===== config.mk =====
export PLATFORM = sky130hd
export DESIGN_NAME = er_exec_ctrl
export DESIGN_NICKNAME = d
export VERILOG_FILES = /design/src/rtl/er_ctrl_pkg.sv /design/src/rtl/er_bounds_check.sv /design/src/rtl/er_exec_ctrl.sv
export SDC_FILE = /design/constraint.sdc
export NUM_CORES = 1
export LEC_CHECK = 0
export ABC_AREA = 0
export CORE_MARGIN = 3
export CORE_UTILIZATION = 53
export DETAILED_ROUTE_END_ITERATION = 8
export MAX_ROUTING_LAYER = met4
export PLACE_DENSITY = 0.81
export SKIP_LAST_GASP = 1
export SYNTH_ARGS = -nofsm -noshare
export SYNTH_HDL_FRONTEND = slang
export SYNTH_SLANG_ARGS = --single-unit

===== constraint.sdc =====
create_clock -name clk -period 3.6 [get_ports clk]
set_clock_uncertainty 0.2 [all_clocks]
set_input_delay 0.36 -clock clk [delete_from_list [all_inputs] [get_ports clk]]
set_output_delay 0.36 -clock clk [all_outputs]
set_load 0.01 [all_outputs]

===== src/rtl/er_ctrl_pkg.sv =====
// Shared definitions for the executable-region sequencing controller:
// state encoding, register map, CTRL bit positions and default parameters.
package er_ctrl_pkg;

    typedef enum logic [2:0] {
        ST_IDLE  = 3'd0,
        ST_ARMED = 3'd1,
        ST_RUN   = 3'd2,
        ST_DONE  = 3'd3,
        ST_FAULT = 3'd4
    } er_state_t;

    localparam logic [1:0] ADDR_ER_MIN = 2'd0;
    localparam logic [1:0] ADDR_ER_MAX = 2'd1;
    localparam logic [1:0] ADDR_CTRL   = 2'd2;
    localparam logic [1:0] ADDR_STATUS = 2'd3;

    localparam int CTRL_ARM    = 0;
    localparam int CTRL_CLR    = 1;
    localparam int CTRL_ERRCLR = 2;

    localparam logic [15:0] SMEM_BASE_DEF     = 16'hA000;
    localparam logic [15:0] SMEM_SIZE_DEF     = 16'h4000;
    localparam logic [15:0] RESET_HANDLER_DEF = 16'h0000;

endpackage


===== src/rtl/er_bounds_check.sv =====
// Combinational legality check of a proposed executable region against the
// secure-memory window and the reset vector.
module er_bounds_check
    import er_ctrl_pkg::*;
#(
    parameter logic [15:0] SMEM_BASE     = SMEM_BASE_DEF,
    parameter logic [15:0] SMEM_SIZE     = SMEM_SIZE_DEF,
    parameter logic [15:0] RESET_HANDLER = RESET_HANDLER_DEF
) (
    input  logic [15:0] er_min,
    input  logic [15:0] er_max,
    output logic        valid
);

    // One extra bit so a window ending at the top of memory cannot wrap.
    localparam logic [16:0] SMEM_MAX = {1'b0, SMEM_BASE} + {1'b0, SMEM_SIZE};

    logic ordered;
    logic outside_smem;
    logic avoids_reset;

    always_comb begin
        ordered      = (er_min < er_max);
        outside_smem = ({1'b0, er_min} > SMEM_MAX) || (er_max < SMEM_BASE);
        avoids_reset = (er_min != RESET_HANDLER) && (er_max != RESET_HANDLER);
        valid        = ordered && outside_smem && avoids_reset;
    end

endmodule


===== src/rtl/er_exec_ctrl.sv =====
// Configuration and sequencing controller for the ER atomicity monitor:
// owns the bounds, tracks entry/exit/violation and publishes EXEC and a run count.
module er_exec_ctrl
    import er_ctrl_pkg::*;
#(
    parameter logic [15:0] SMEM_BASE     = SMEM_BASE_DEF,
    parameter logic [15:0] SMEM_SIZE     = SMEM_SIZE_DEF,
    parameter logic [15:0] RESET_HANDLER = RESET_HANDLER_DEF
) (
    input  logic        clk,
    input  logic        puc_rst,
    input  logic [15:0] pc,
    input  logic        viol,
    input  logic        cfg_we,
    input  logic        cfg_re,
    input  logic [1:0]  cfg_addr,
    input  logic [15:0] cfg_wdata,
    output logic [15:0] cfg_rdata,
    output logic [15:0] er_min,
    output logic [15:0] er_max,
    output logic        exec,
    output logic        locked
);

    er_state_t   state;
    er_state_t   state_next;
    logic [15:0] prev_pc;
    logic [7:0]  run_cnt;
    logic        bnd_err;
    logic        wr_err;
    logic        bounds_ok;
    logic        ctrl_wr;
    logic        arm;
    logic        clr;
    logic        err_clr;
    logic        bound_wr;
    logic        in_er;
    logic        run_done;
    logic        arm_fail;
    logic [15:0] status_word;

    er_bounds_check #(
        .SMEM_BASE     (SMEM_BASE),
        .SMEM_SIZE     (SMEM_SIZE),
        .RESET_HANDLER (RESET_HANDLER)
    ) u_bounds_check (
        .er_min (er_min),
        .er_max (er_max),
        .valid  (bounds_ok)
    );

    always_comb begin
        ctrl_wr     = cfg_we && (cfg_addr == ADDR_CTRL);
        arm         = ctrl_wr && cfg_wdata[CTRL_ARM];
        clr         = ctrl_wr && cfg_wdata[CTRL_CLR];
        err_clr     = ctrl_wr && cfg_wdata[CTRL_ERRCLR];
        bound_wr    = cfg_we && ((cfg_addr == ADDR_ER_MIN) || (cfg_addr == ADDR_ER_MAX));
        in_er       = (pc >= er_min) && (pc <= er_max);
        status_word = {run_cnt, 2'b00, wr_err, bnd_err, exec, state};
    end

    // Violation overrides everything; CLR outranks ARM and PC-driven moves.
    always_comb begin
        state_next = state;
        run_done   = 1'b0;
        arm_fail   = 1'b0;
        if (viol) begin
            state_next = ST_FAULT;
        end else begin
            case (state)
                ST_IDLE: begin
                    if (arm && !clr) begin
                        if (bounds_ok) state_next = ST_ARMED;
                        else           arm_fail   = 1'b1;
                    end
                end
                ST_ARMED: begin
                    if (pc == er_min) state_next = ST_RUN;
                end
                ST_RUN: begin
                    if (!in_er) begin
                        if (prev_pc == er_max) begin
                            state_next = ST_DONE;
                            run_done   = 1'b1;
                        end else begin
                            state_next = ST_FAULT;
                        end
                    end
                end
                ST_DONE: begin
                    if (clr)                state_next = ST_IDLE;
                    else if (pc == er_min)  state_next = ST_RUN;
                    else if (in_er)         state_next = ST_FAULT;
                end
                ST_FAULT: begin
                    if (clr) state_next = ST_IDLE;
                end
                default: state_next = ST_IDLE;
            endcase
        end
    end

    // EXEC and locked are registered copies of the next state.
    always_ff @(posedge clk or posedge puc_rst) begin
        if (puc_rst) begin
            state   <= ST_IDLE;
            exec    <= 1'b0;
            locked  <= 1'b0;
            prev_pc <= 16'h0000;
            run_cnt <= 8'h00;
        end else begin
            state   <= state_next;
            exec    <= (state_next == ST_DONE);
            locked  <= (state_next != ST_IDLE);
            prev_pc <= pc;
            if (run_done && (run_cnt != 8'hFF)) run_cnt <= run_cnt + 8'h01;
        end
    end

    // Bounds only move while IDLE; a write in any other state is flagged instead.
    always_ff @(posedge clk or posedge puc_rst) begin
        if (puc_rst) begin
            er_min  <= 16'h0000;
            er_max  <= 16'h0000;
            bnd_err <= 1'b0;
            wr_err  <= 1'b0;
        end else begin
            if (bound_wr && (state == ST_IDLE)) begin
                if (cfg_addr == ADDR_ER_MIN) er_min <= cfg_wdata;
                else                         er_max <= cfg_wdata;
            end
            if (err_clr) begin
                bnd_err <= 1'b0;
                wr_err  <= 1'b0;
            end
            if (arm_fail) bnd_err <= 1'b1;
            if (bound_wr && (state != ST_IDLE)) wr_err <= 1'b1;
        end
    end

    always_ff @(posedge clk or posedge puc_rst) begin
        if (puc_rst) begin
            cfg_rdata <= 16'h0000;
        end else if (cfg_re) begin
            case (cfg_addr)
                ADDR_ER_MIN: cfg_rdata <= er_min;
                ADDR_ER_MAX: cfg_rdata <= er_max;
                ADDR_STATUS: cfg_rdata <= status_word;
                default:     cfg_rdata <= 16'h0000;
            endcase
        end
    end

endmodule


# Word-level counts from Yosys, hierarchy flattened
# Cells that the tools add are included.
[classes]
addsub = 1
n_lt_le_gt_ge = 5
n_eq_ne = 11
mux = 23
bitwise_logic = 1
n_reduce_logical = 26
[ops]
columns = ["cell", "count"]
rows = [
  ["case mux 16 bit (3 select lines)", 1],
  ["equality test 16 bit", 2],
  ["nonzero test 16 bit", 2],
  ["two-way mux 3 bit", 10],
  ["greater-or-equal comparator 16 bit", 1],
  ["greater-than comparator 16 bit (second input constant)", 1],
  ["<= comparator 16 bit", 1],
  ["< comparator 16 bit", 1],
  ["< comparator 16 bit (second input constant)", 1],
  ["case mux 3 bit (5 select lines)", 1],
  ["logical AND 1 bit", 13],
  ["two-way mux 1 bit", 11],
  ["equality test 3 x 2 -> 1 bit (second input constant)", 3],
  ["adder 8 x 1 -> 8 bit (second input constant)", 1],
  ["!= test 8 bit (second input constant)", 1],
  ["nonzero test 3 bit", 2],
  ["equality test 2 bit (second input constant)", 2],
  ["AND reduction 2 bit", 2],
  ["nonzero test 2 bit", 2],
  ["equality test 3 x 1 -> 1 bit (second input constant)", 1],
  ["equality test 3 bit (second input constant)", 1],
  ["zero test 3 bit", 1],
  ["equality test 2 x 1 -> 1 bit (second input constant)", 1],
  ["zero test 2 bit", 1],
  ["3 further kinds", 4],
]
[totals]
reg_bits = 79

# Logic depth before layout (Yosys ltp)
[logic_depth]
ltp_word = 9
ltp_mapped = 9

# Modules after synthesis
# From an unflattened synthesis, not the netlist that was laid out.
[hier_totals]
cells_unflattened = 480
hier_area_um2 = 4670.7
[by_module_without_submodules]
columns = ["module", "instances", "cells_per_inst", "area_per_inst_um2"]
rows = [
  ["er_exec_ctrl", 1, 417, 4212.8],
  ["er_bounds_check", 1, 63, 457.9],
]

# Least setup slack after synthesis
# OpenSTA, ideal clock, no wires.
[synth_path]
path_type = "flip-flop to flip-flop"
from = "register er_max[14]"
to = "register locked"
setup_ns = 0.144
arrival_ns = 2.257
required_time_ns = 3.256
setup_slack_ns = 0.999
stages_incl_launch_ff = 10
period_less_slack_ns = 2.601
path_cell_list = "dfrtp_1 inv_1 ha_1 a21oi_2 nand2_1 a221o_1 o31ai_4 a211oi_2 a211o_1 nand4b_4"
[synth_via]
elab_chain_cells = 9
[synth_rtl]
columns = ["item", "line", "text"]
rows = [
  ["start, declared", "er_exec_ctrl.sv:20", "output logic [15:0] er_max,"],
  ["start signal, assigned", "er_exec_ctrl.sv:130", "else er_max <= cfg_wdata;"],
  ["< comparator 16 bit", "er_bounds_check.sv:24", "outside_smem = ({1'b0, er_min} > SMEM_MAX) || (er_max < SMEM_BASE);"],
  ["logical OR 1 bit", "er_bounds_check.sv:24", ""],
  ["logical AND 1 bit (2 in series)", "er_bounds_check.sv:26", "valid = ordered && outside_smem && avoids_reset;"],
  ["two-way mux 3 bit", "er_exec_ctrl.sv:73", "if (bounds_ok) state_next = ST_ARMED;"],
  ["two-way mux 3 bit", "er_exec_ctrl.sv:72", "if (arm && !clr) begin"],
  ["case mux 3 bit (5 select lines) (*)", "er_exec_ctrl.sv:70", "case (state)"],
  ["two-way mux 3 bit (*)", "er_exec_ctrl.sv:67", "if (viol) begin"],
  ["via state_next[0]", "er_exec_ctrl.sv:26", "er_state_t state_next;"],
  ["nonzero test 3 bit (*)", "er_exec_ctrl.sv:114", "locked <= (state_next != ST_IDLE);"],
  ["end signal, assigned", "er_exec_ctrl.sv:114", ""],
  ["end, declared", "er_exec_ctrl.sv:22", "output logic locked"],
]
# The timed path passes the listed nets; every way through them passes the cells marked *.
# A chain may end at the register's enable or synchronous reset.

# Worst setup path after layout
[layout_path]
from = "register er_max[5]"
to = "register locked"
# The elaborated chain is that of the path after synthesis.

==> results.yml <==
global_route:
  use_met1: 0.3646
  grt_start_max_net_pins: 80
  track_usage: 0.2695
  busiest_layer: "met2"
  grt_pass1_wl_um: 20300
  grt_pass1_vias: 3932
  grt_use_met2: 0.4084
  antenna_found_initial: 0
  grt.overflow.total: 0
  grt_util_met3: 0.03717
worst_setup_path:
  start_kind: "flip-flop"
  critical_path_arrival_ns: 3.09
  crit_required_ns: 3.69
  crit_path_end_kind: "flip-flop"
  crit_start: "er_max[5]"
  crit_type: "flip-flop to flip-flop"
  crit_fanout: 5
  r2r-start: "er_max[5]"
synthesis:
  synth_edf_count: 0
  synth-seq-cells: 79
  synth.avg_cell_area_um2: 9.871
  synth_area_leaders: "dfrtp_1, ha_1, a21oi_1"
  ys.flop_type: "dfrtp_1"
  yosys.area.top_type: "dfrtp_1"
  syn-cell-area_um2: 4649
  ys_types: 52
  ys_seq_area_frac: 0.4252
  synth_commonest_cells: "dfrtp_1, ha_1, a21oi_1"
  synth_top_area_share: 0.4252
  synth_nets: 558
  ys_warn_count: 0
  synth_most_common_cell: "dfrtp_1"
  synthArstFlopShare: 1.000
  synth_cells: 471
run_status:
  status: "finished, final reports clean"
job:
  drv_cap: 0
finish:
  drive_gt1_frac: 0.08818
  layout.nets: 649
  regArea_um2: 1977
  stdcell_area_um2: 5848
  final_util: 0.6977
  multi_input_area_um2: 2486
  stdcell_count: 672
  fillerInstances: 658
  num_antenna_cells: 0
  area.growth.synth_to_final_pct: 25.78
clock_network:
  cts_tree: "done"
  clk_path_buf_depth: 2
  postCtsSetupBuffers: 0
  cts.sinks: 79
  insertion_delay_ns: 0.36
  clk_pin_slew_ns: 0.09
  cts_hold_buffers: 0
  clockRootBuffer: "clkbuf_8"
  cts.htree.levels: 3
  cts_resized: 0
  cts_buffers: 9
hold_path:
  min_path_type: "primary input to async pin"
floorplanning:
  rows: 33
  core_area_um2: 8382
  die-area_um2: 9932
  die_width_um: 99.66
  die_h_um: 99.66
  ios: 89
  start_util: 0.5547
routing:
  wl_per_cell_um: 18.66
  antenna_left: 0
  dr.pass1.iters: 5
  drcViolationCount: 0
  wirelength_um: 12540
  drt_iter0_drc: 186
  vias: 3961
  via_per_inst: 5.894
sta:
  hold_violations: 0
  fin_crit_sh: 0.8318
  setup_slack_ns: 0.6055
  setup_tns_ns: 0
  worstMarginPinSlew_ns: 0.9637
  post-route-min-period_ns: 2.995
  setup_viol: 0
  timing.fmax_ghz: 0.3339
  rsz0062_at_grt: "no"
  drv_slew: 0
  max_slew_margin: 0.3556
power:
  p_clk_frac: 0.226
  p_switching_mw: 1.041
  p_per_area_nw_per_um2: 480.8
  pwr-share-comb: 0.355
  internal_power_mw: 1.770
  pwr-share-seq: 0.419
  power.share.switching: 0.3704
  ir_drop_v: 0.0002551
  p_leak_nw: 2.603
place:
  dp_cells: 656
  gp_congestion: 0.9936
  post-place-ws_ns: 0.5022
  dp_hpwl_um: 9739
  portBuffers: 88
  dpl_cell_area_um2: 5660
-- layout make-up --
cell class	instances	share of cell area
Timing Repair Buffer	93	0.1592
Sequential cell	79	0.3380
Clock buffer	10	0.02353
Tap cell	105	0.02246
Clock inverter	6	0.008558
Inverter	36	0.02311
Multi-Input combinational cell	343	0.4251
-- placed cells by master (no fill, tap or decap), drive strengths merged, types with 2 or more instances in the layout --
cell type	netlist	final
nand3	9	9
o21ai	28	28
o22ai	2	2
dfrtp	79	79
o31a	2	2
xnor2	20	20
a31oi	2	2
and2	3	3
clkbuf	11	10
a21oi	49	49
and3	5	5
mux2	18	18
nor3	3	3
ha	48	48
nor2	42	42
a211oi	2	2
clkinvlp	0	2
inv	36	39
nand4b	3	3
nor4	12	12
nand2b	5	5
nor2b	2	2
a21o	2	2
nand2	30	30
mux2i	16	16
buf	2	5
nand4	20	20
clkdlybuf4s50	0	88
o31ai	2	2
xor2	3	3
-- flip-flops by register name (all words and copies together), names as in the netlist, 3 cells and up --
| name | cells |
|---|---|
| cfg_rdata | 16 |
| er_max | 16 |
| er_min | 16 |
| prev_pc | 16 |
| run_cnt | 8 |
| state | 3 |
-- power by group through the flow --
stage | logic [mW] | clock network (mW) | registers, mW
finish | 0.998 | 0.636 | 1.18
global route | 1.10 | 0.687 | 1.19
CTS | 0.998 | 0.646 | 1.17
detailed placement | 0.992 | 0 | 1.19
global placement | 0.949 | 0 | 1.19
floorplan | 0.518 | 0 | 1.18
-- per-layer routing --
| metal | routed length, µm | up-vias |
|---|---|---|
| met5 | 0 | - |
| met4 | 454 | 0 |
| met3 | 790 | 34 |
| met2 | 5787 | 163 |
| met1 | 5506 | 1897 |
| li1 | - | 1867 |
-- final timing paths --
path                           endpoint  slack [ns]  cells after the start
hold / removal             cfg_rdata[1]        0.21                      3
hold reg to reg                 bnd_err        0.31                      2
setup reg to reg                 locked        0.61                      9
max in group asynchronous   prev_pc[14]        2.67                      3
min in group clk                bnd_err        0.31                      2
setup / recovery                 locked        0.61                      9
-- worst max-delay path, cell delays in order, from the launching register on --
cell	delay, ns
dfrtp_1	0.47
inv_1	0.12
ha_1	0.31
a21oi_1	0.24
o21ai_0	0.14
a2111oi_2	0.36
o211ai_1	0.13
nor4_1	0.60
a211o_1	0.24
nand4b_4	0.12
-- metrics by stage --
step / hold WS [ns] / power, mW
3_5_place_dp: 0.2746 / 2.184
5_1_grt: 0.2579 / 2.982
4_1_cts: 0.2270 / 2.818
6_report: 0.2081 / 2.811
2_1_floorplan: 0.1914 / 1.698
3_3_place_gp: 0.2666 / 2.135
-- logic make-up after synthesis --
group                      count (synthesis)  synth area share
AOI/OAI and AO/OA                         96            0.1241
and+or+nand+nor                          142            0.1601
xor gates and xnor gates                  23           0.04333
muxes                                     34           0.07804
adders and majority gates                 48            0.1292
DFF                                       79            0.4252
buffers and inverters                     49           0.04010
Note: power is estimated with default switching activity, not from simulation.
